==> src/rtl/dac_pkg.sv <==
// Shared definitions for the PWM DAC sample scheduler: state encoding,
// underflow counter width and the FIFO occupancy width helper.
package dac_pkg;

    typedef enum logic [1:0] {
        IDLE  = 2'd0,
        PRIME = 2'd1,
        PLAY  = 2'd2
    } state_t;

    localparam int UNDERFLOW_CNT_WIDTH = 16;

    // Bits needed to hold an occupancy of 0..depth inclusive.
    function automatic int occ_width(input int depth);
        return $clog2(depth + 1);
    endfunction

endpackage

==> src/rtl/sample_fifo.sv <==
// Synchronous show-ahead FIFO; clear flushes it in one cycle and wins over push.
module sample_fifo
    import dac_pkg::*;
#(
    parameter int WIDTH = 10,
    parameter int DEPTH = 8
) (
    input  logic                         clk,
    input  logic                         rst,
    input  logic                         clear,
    input  logic                         push,
    input  logic [WIDTH-1:0]             din,
    input  logic                         pop,
    output logic [WIDTH-1:0]             dout,
    output logic [occ_width(DEPTH)-1:0]  count,
    output logic                         full,
    output logic                         empty
);

    localparam int PW = $clog2(DEPTH);
    localparam int CW = occ_width(DEPTH);

    logic [WIDTH-1:0] mem_q [DEPTH];
    logic [PW-1:0]    wr_ptr_q;
    logic [PW-1:0]    rd_ptr_q;
    logic [CW-1:0]    count_q;
    logic             push_ok;
    logic             pop_ok;

    assign full    = (count_q == CW'(DEPTH));
    assign empty   = (count_q == '0);
    assign push_ok = push && !full;
    assign pop_ok  = pop && !empty;
    assign dout    = mem_q[rd_ptr_q];
    assign count   = count_q;

    always_ff @(posedge clk) begin
        if (rst || clear) begin
            wr_ptr_q <= '0;
            rd_ptr_q <= '0;
            count_q  <= '0;
        end else begin
            if (push_ok) wr_ptr_q <= wr_ptr_q + PW'(1);
            if (pop_ok)  rd_ptr_q <= rd_ptr_q + PW'(1);
            if (push_ok && !pop_ok)      count_q <= count_q + CW'(1);
            else if (pop_ok && !push_ok) count_q <= count_q - CW'(1);
        end
    end

    // NOTE: storage is deliberately not reset; the pointers and count define which entries are valid.
    always_ff @(posedge clk) begin
        if (push_ok && !rst && !clear) mem_q[wr_ptr_q] <= din;
    end

endmodule

==> src/rtl/dac_sample_scheduler.sv <==
// Buffers sample codes and hands one to the PWM DAC per window, priming the
// buffer before playback and re-priming after every underflow.
module dac_sample_scheduler
    import dac_pkg::*;
#(
    parameter int                    CYCLES_PER_WINDOW = 1024,
    parameter int                    CODE_WIDTH        = $clog2(CYCLES_PER_WINDOW),
    parameter int                    FIFO_DEPTH        = 8,
    parameter int                    PRIME_LEVEL       = 4,
    parameter logic [CODE_WIDTH-1:0] IDLE_CODE         = '0,
    parameter int                    CNT_WIDTH         = UNDERFLOW_CNT_WIDTH
) (
    input  logic                              clk,
    input  logic                              rst,
    input  logic                              enable,
    input  logic                              mute,
    input  logic [CODE_WIDTH-1:0]             in_code,
    input  logic                              in_valid,
    output logic                              in_ready,
    input  logic                              next_sample,
    output logic [CODE_WIDTH-1:0]             code,
    output logic                              playing,
    output logic                              underflow,
    output logic [CNT_WIDTH-1:0]              underflow_count,
    output logic [occ_width(FIFO_DEPTH)-1:0]  fill_level
);

    localparam int FW = occ_width(FIFO_DEPTH);

    state_t                state_q, state_d;
    logic [CODE_WIDTH-1:0] code_q, code_d;
    logic                  playing_q;
    logic                  underflow_q, underflow_d;
    logic [CNT_WIDTH-1:0]  ucnt_q, ucnt_d;

    logic                  fifo_push, fifo_pop, fifo_clear;
    logic                  fifo_full, fifo_empty;
    logic [CODE_WIDTH-1:0] fifo_head;
    logic [FW-1:0]         fifo_count;

    assign in_ready  = (state_q != IDLE) && !fifo_full;
    assign fifo_push = in_valid && in_ready;

    sample_fifo #(
        .WIDTH (CODE_WIDTH),
        .DEPTH (FIFO_DEPTH)
    ) u_fifo (
        .clk   (clk),
        .rst   (rst),
        .clear (fifo_clear),
        .push  (fifo_push),
        .din   (in_code),
        .pop   (fifo_pop),
        .dout  (fifo_head),
        .count (fifo_count),
        .full  (fifo_full),
        .empty (fifo_empty)
    );

    // NOTE: every signal written here gets a default first, so no path leaves one unassigned and no latch is inferred.
    always_comb begin
        state_d     = state_q;
        code_d      = code_q;
        underflow_d = 1'b0;
        ucnt_d      = ucnt_q;
        fifo_pop    = 1'b0;
        fifo_clear  = 1'b0;
        unique case (state_q)
            IDLE: begin
                fifo_clear = 1'b1;
                code_d     = IDLE_CODE;
                if (enable) state_d = PRIME;
            end
            PRIME: begin
                if (!enable) begin
                    state_d    = IDLE;
                    fifo_clear = 1'b1;
                    code_d     = IDLE_CODE;
                end else if (fifo_count >= FW'(PRIME_LEVEL)) begin
                    state_d = PLAY;
                end
            end
            PLAY: begin
                // Disable outranks a coincident window pulse, so no underflow is counted then.
                if (!enable) begin
                    state_d    = IDLE;
                    fifo_clear = 1'b1;
                    code_d     = IDLE_CODE;
                end else if (next_sample) begin
                    if (!fifo_empty) begin
                        fifo_pop = 1'b1;
                        code_d   = mute ? IDLE_CODE : fifo_head;
                    end else begin
                        underflow_d = 1'b1;
                        state_d     = PRIME;
                        if (ucnt_q != {CNT_WIDTH{1'b1}}) ucnt_d = ucnt_q + CNT_WIDTH'(1);
                    end
                end
            end
            default: begin
                state_d    = IDLE;
                fifo_clear = 1'b1;
                code_d     = IDLE_CODE;
            end
        endcase
    end

    // NOTE: state registers use non-blocking assignments so all of them update together at the edge.
    always_ff @(posedge clk) begin
        if (rst) begin
            state_q     <= IDLE;
            code_q      <= IDLE_CODE;
            playing_q   <= 1'b0;
            underflow_q <= 1'b0;
            ucnt_q      <= '0;
        end else begin
            state_q     <= state_d;
            code_q      <= code_d;
            playing_q   <= (state_d == PLAY);
            underflow_q <= underflow_d;
            ucnt_q      <= ucnt_d;
        end
    end

    assign code            = code_q;
    assign playing         = playing_q;
    assign underflow       = underflow_q;
    assign underflow_count = ucnt_q;
    assign fill_level      = fifo_count;

endmodule
==> config.mk <==
export PLATFORM = sky130hd
export DESIGN_NAME = dac_sample_scheduler
export DESIGN_NICKNAME = d
export VERILOG_FILES = /design/src/rtl/dac_pkg.sv /design/src/rtl/sample_fifo.sv /design/src/rtl/dac_sample_scheduler.sv
export SDC_FILE = /design/constraint.sdc
export NUM_CORES = 1
export LEC_CHECK = 0
export ABC_AREA = 1
export CAP_MARGIN = 10
export CORE_MARGIN = 2
export CORE_UTILIZATION = 45
export DETAILED_ROUTE_END_ITERATION = 10
export GPL_TIMING_DRIVEN = 0
export SYNTH_ARGS = -nofsm -noshare
export SYNTH_HDL_FRONTEND = slang
export SYNTH_SLANG_ARGS = --single-unit
==> constraint.sdc <==
create_clock -name clk -period 4.1 [get_ports clk]
set_input_delay 0.82 -clock clk [delete_from_list [all_inputs] [get_ports clk]]
set_output_delay 0.82 -clock clk [all_outputs]
set_load 0.03 [all_outputs]
==> key figures <==
Run
  – Max cap viols: 0

GRT
  – Met2 usage: 30.4%
  – Overflow after GRT: 0
  – Largest net degree at the start of global routing: 17
  – Vias in the first global route: 3833
  – First-pass GRT wire length: 19.6 mm
  – Met3 usage in global routing: 5.32%
  – Tot GR Track Use: 19.8%
  – Met1 global-route usage: 26.8%
  – Most Crowded Layer GR: met2
  – Initial antenna violation count: 0

Worst setup path
  – R2r startpoint: state_q[0]
  – Critical Path Sink: in_ready
  – R2R cell count: 6
  – Largest fanout on the critical path: 5
  – Crit-path cells: inv_1, ha_1, a31oi_1, clkdlybuf4s50_1
  – Worst setup EP type: output pin
  – Slowest Stage Delay on Critical Path: 0.69 ns
  – Crit-path leading delay family: buffers and inverters
  – Startpoint Class: register
  – Crit Reg-Reg Endpoint: u_fifo.mem_q[0][4]
  – Reg2reg setup slack: 1.44 ns
  – Worst path required time: 3.28 ns
  – Slowest CP cell: clkdlybuf4s50_1
  – Crit Path Category: register to output pin
  – Worst path bufs/invs: 2
  – Worst setup startpoint: state_q[0]
  – Crit path depth: 4
  – CP arrival: 2.03 ns

Power
  – P_int: 2.18 mW
  – Clk pwr share: 49.9%
  – Peak supply drop: 0.298 mV
  – Reg power frac: 47.5%
  – Switching share of total power: 21.8%
  – Part of the power in combinational logic: 2.6%
  – P_leak: 2.43 nW
  – Power Density: 414 mW/mm^2
  – Switching pwr: 0.607 mW

Logic synthesis
  – Synth area leader: edfxtp_1
  – Cells after Synth: 587
  – Synth warn: 0
  – Top cells by area, synth: edfxtp_1 43%, dfxtp_1 16%, nand2_1 12%
  – Syn Nets: 614
  – Post-synth EDFFs: 80
  – Netlist cell types: 35
  – Synth Area per Inst: 9.43 sq um
  – #FFs+latches synth: 123
  – Asr flop ratio synth: 0%
  – Share of the synthesized area in the top cell type: 43.4%
  – Most frequent cells after synthesis: 178 x nand2_1, 85 x nand3_1, 80 x edfxtp_1
  – Synth Cell Area: 0.00554 sq mm
  – Seq/Total Area, Yosys: 58.9%
  – Count leader, synth: nand2_1
  – Top_reg_cell synth: edfxtp_1

CTS
  – TritonCTS clock tree: done
  – Post-CTS setup buffers: 0
  – Clock sink total: 123
  – Clock root buffer: clkbuf_16
  – CTS resizes: 0
  – Worst-path clk slew: 0.06 ns
  – Hold buffer count at cts: 0
  – Worst skew pair latency: 0.42 ns
  – Longest Clk Path Bufs: 2
  – H-tree depth: 4
  – TritonCTS Buffers: 17

Die
  – Die W: 115 microns
  – Site row count: 40
  – Die height: 115 microns
  – Die ar.: 0.0132 sq mm
  – Core area: 0.0120 sq mm
  – Initial core utilization: 46.1%
  – Ports: 49

STA
  – Max Clock Freq: 351 MHz
  – Slew HR: 35.3%
  – Min cycle time layout: 2.85 ns
  – Least-Margin Pin Slew: 0.968 ns
  – Worst Skew: 0.0111 ns
  – Slew Limit Fails: 0
  – Worst hold slack: 0.460 ns
  – TNS Setup: 0 ns
  – Period utilization: 69.5%
  – Final Hold Viols: 0
  – RSZ-0062 raised after global routing: false
  – Final Setup Violations: 0

Routing
  – Vias: 4101
  – DRT iter0 DRCs: 260
  – DR WL/cell: 15.0 microns
  – WL final: 12.2 mm
  – Residual DRC: 0
  – TritonRoute pass-1 iters: 4
  – Mean number of vias per cell: 5.05
  – ANT nets after route: 0

Cells and area
  – Layout area overhead: 21.6%
  – Post-layout net count: 679
  – Cell Count, Final, Fillers Out: 812
  – Layout cells sized above 1: 11.0%
  – Fill cells: 1049
  – Total area of sequential cells: 0.00326 sq mm
  – Number of diodes: 0
  – Multi-input gate area: 0.00200 sq mm

Run status
  – Status: finished, final reports clean

Placed design
  – Dpl hpwl: 8.63 mm
  – Placer congestion estimate: 0.811
  – # placed instances: 780
  – PortBufs: 46

Hold path
  – HP Class: register to register
  – Hold depth: 2
## routing by layer
layer | vias up | part of all wire [%]
met5 | - | 0
met4 | 0 | 1.0
met3 | 10 | 4.7
met2 | 79 | 47
met1 | 1915 | 47
li1 | 2097 | -
## metrics by stage
stage / util (%) / worst slack (ns) / cell area (sq um) / power (mW)
floorplan: - / 1.63 / 5540 / 1.38
global placement: 51.5 / 1.05 / 6180 / 1.42
detailed placement: 51.5 / 1.01 / 6180 / 1.42
CTS: 56.1 / 1.22 / 6730 / 2.81
global route: 56.1 / 1.14 / 6730 / 2.88
finish: 56.1 / 1.25 / 6730 / 2.78
## worst reg2reg max path, stage by stage (launching register included)
cell and delay (ns):
dfxtp_1 0.41, inv_1 0.11, ha_1 0.29, nand3_1 0.26
inv_1 0.27, nand3_1 0.16, nor2_1 0.77
## layout make-up
cell class | instances | area share (%)
Timing Repair Buffer | 46 | 6.84
Multi-Input combinational cell | 403 | 29.7
Clock inverter | 15 | 1.86
Buffer | 19 | 1.65
Inverter | 42 | 2.42
Sequential cell | 123 | 48.5
Clock buffer | 17 | 6.32
Tap cell | 147 | 2.73
## layout by cell type, fill, tap and decap left out, drive strengths merged
| cell type | instances |
|---|---|
| ha | 10 |
| fa | 1 |
| edfxtp | 80 |
| clkdlybuf4s50 | 46 |
| xnor2 | 3 |
| clkbuf | 31 |
| clkinv | 11 |
| clkinvlp | 2 |
| nor2 | 50 |
| o21ai | 14 |
| nand3b | 3 |
| nand2 | 189 |
| nor3 | 2 |
| dfxtp | 43 |
| nand3 | 86 |
| or2 | 1 |
| a31oi | 1 |
| nand4 | 4 |
| bufinv | 1 |
| and3 | 1 |
| a211oi | 1 |
| buf | 5 |
| a21oi | 33 |
| inv | 43 |
| xor2 | 4 |
## worst min path at each step
| stage | startpoint | end | slack [ns] |
|---|---|---|---|
| finish | code[5] | code[5] | 0.46 |
| global route | code[4] | code[4] | 0.48 |
| CTS | code[0] | code[0] | 0.46 |
| detailed placement | code[0] | code[0] | 0.45 |
| global placement | code[5] | code[5] | 0.45 |
| floorplan | u_fifo.rd_ptr_q[1] | register | 0.46 |
## state kept, by name, indices dropped and copies added (netlist names), named ones only
| register | cells |
|---|---|
| u_fifo.wr_ptr_q | 3 |
| u_fifo.mem_q | 80 |
| playing | 1 |
| u_fifo.count | 4 |
| underflow_count | 16 |
| underflow | 1 |
| u_fifo.rd_ptr_q | 3 |
| state_q | 2 |
| code | 10 |
## power groups by stage
| stage | clock, mW | sequential [mW] | combinational (mW) |
|---|---|---|---|
| 2_1_floorplan | 0 | 1.35 | 0.0365 |
| 3_3_place_gp | 0 | 1.35 | 0.0720 |
| 3_5_place_dp | 0 | 1.35 | 0.0746 |
| 4_1_cts | 1.42 | 1.32 | 0.0746 |
| 5_1_grt | 1.48 | 1.32 | 0.0811 |
| 6_report | 1.39 | 1.32 | 0.0736 |
## kinds of logic (layout without fill, tap and decap cells)
kind of cell               after synthesis  after routing  synth area share (%)
and+or+nand+nor                        336            336                  27.2
AOI/OAI and AO/OA                       49             49                  5.24
buffers and inverters                   61            139                  4.95
adders and majority gates               11             11                  2.62
DFF                                    123            123                  58.9
xor gates and xnor gates                 7              7                  1.11
Power figures use the tool's default switching activity.
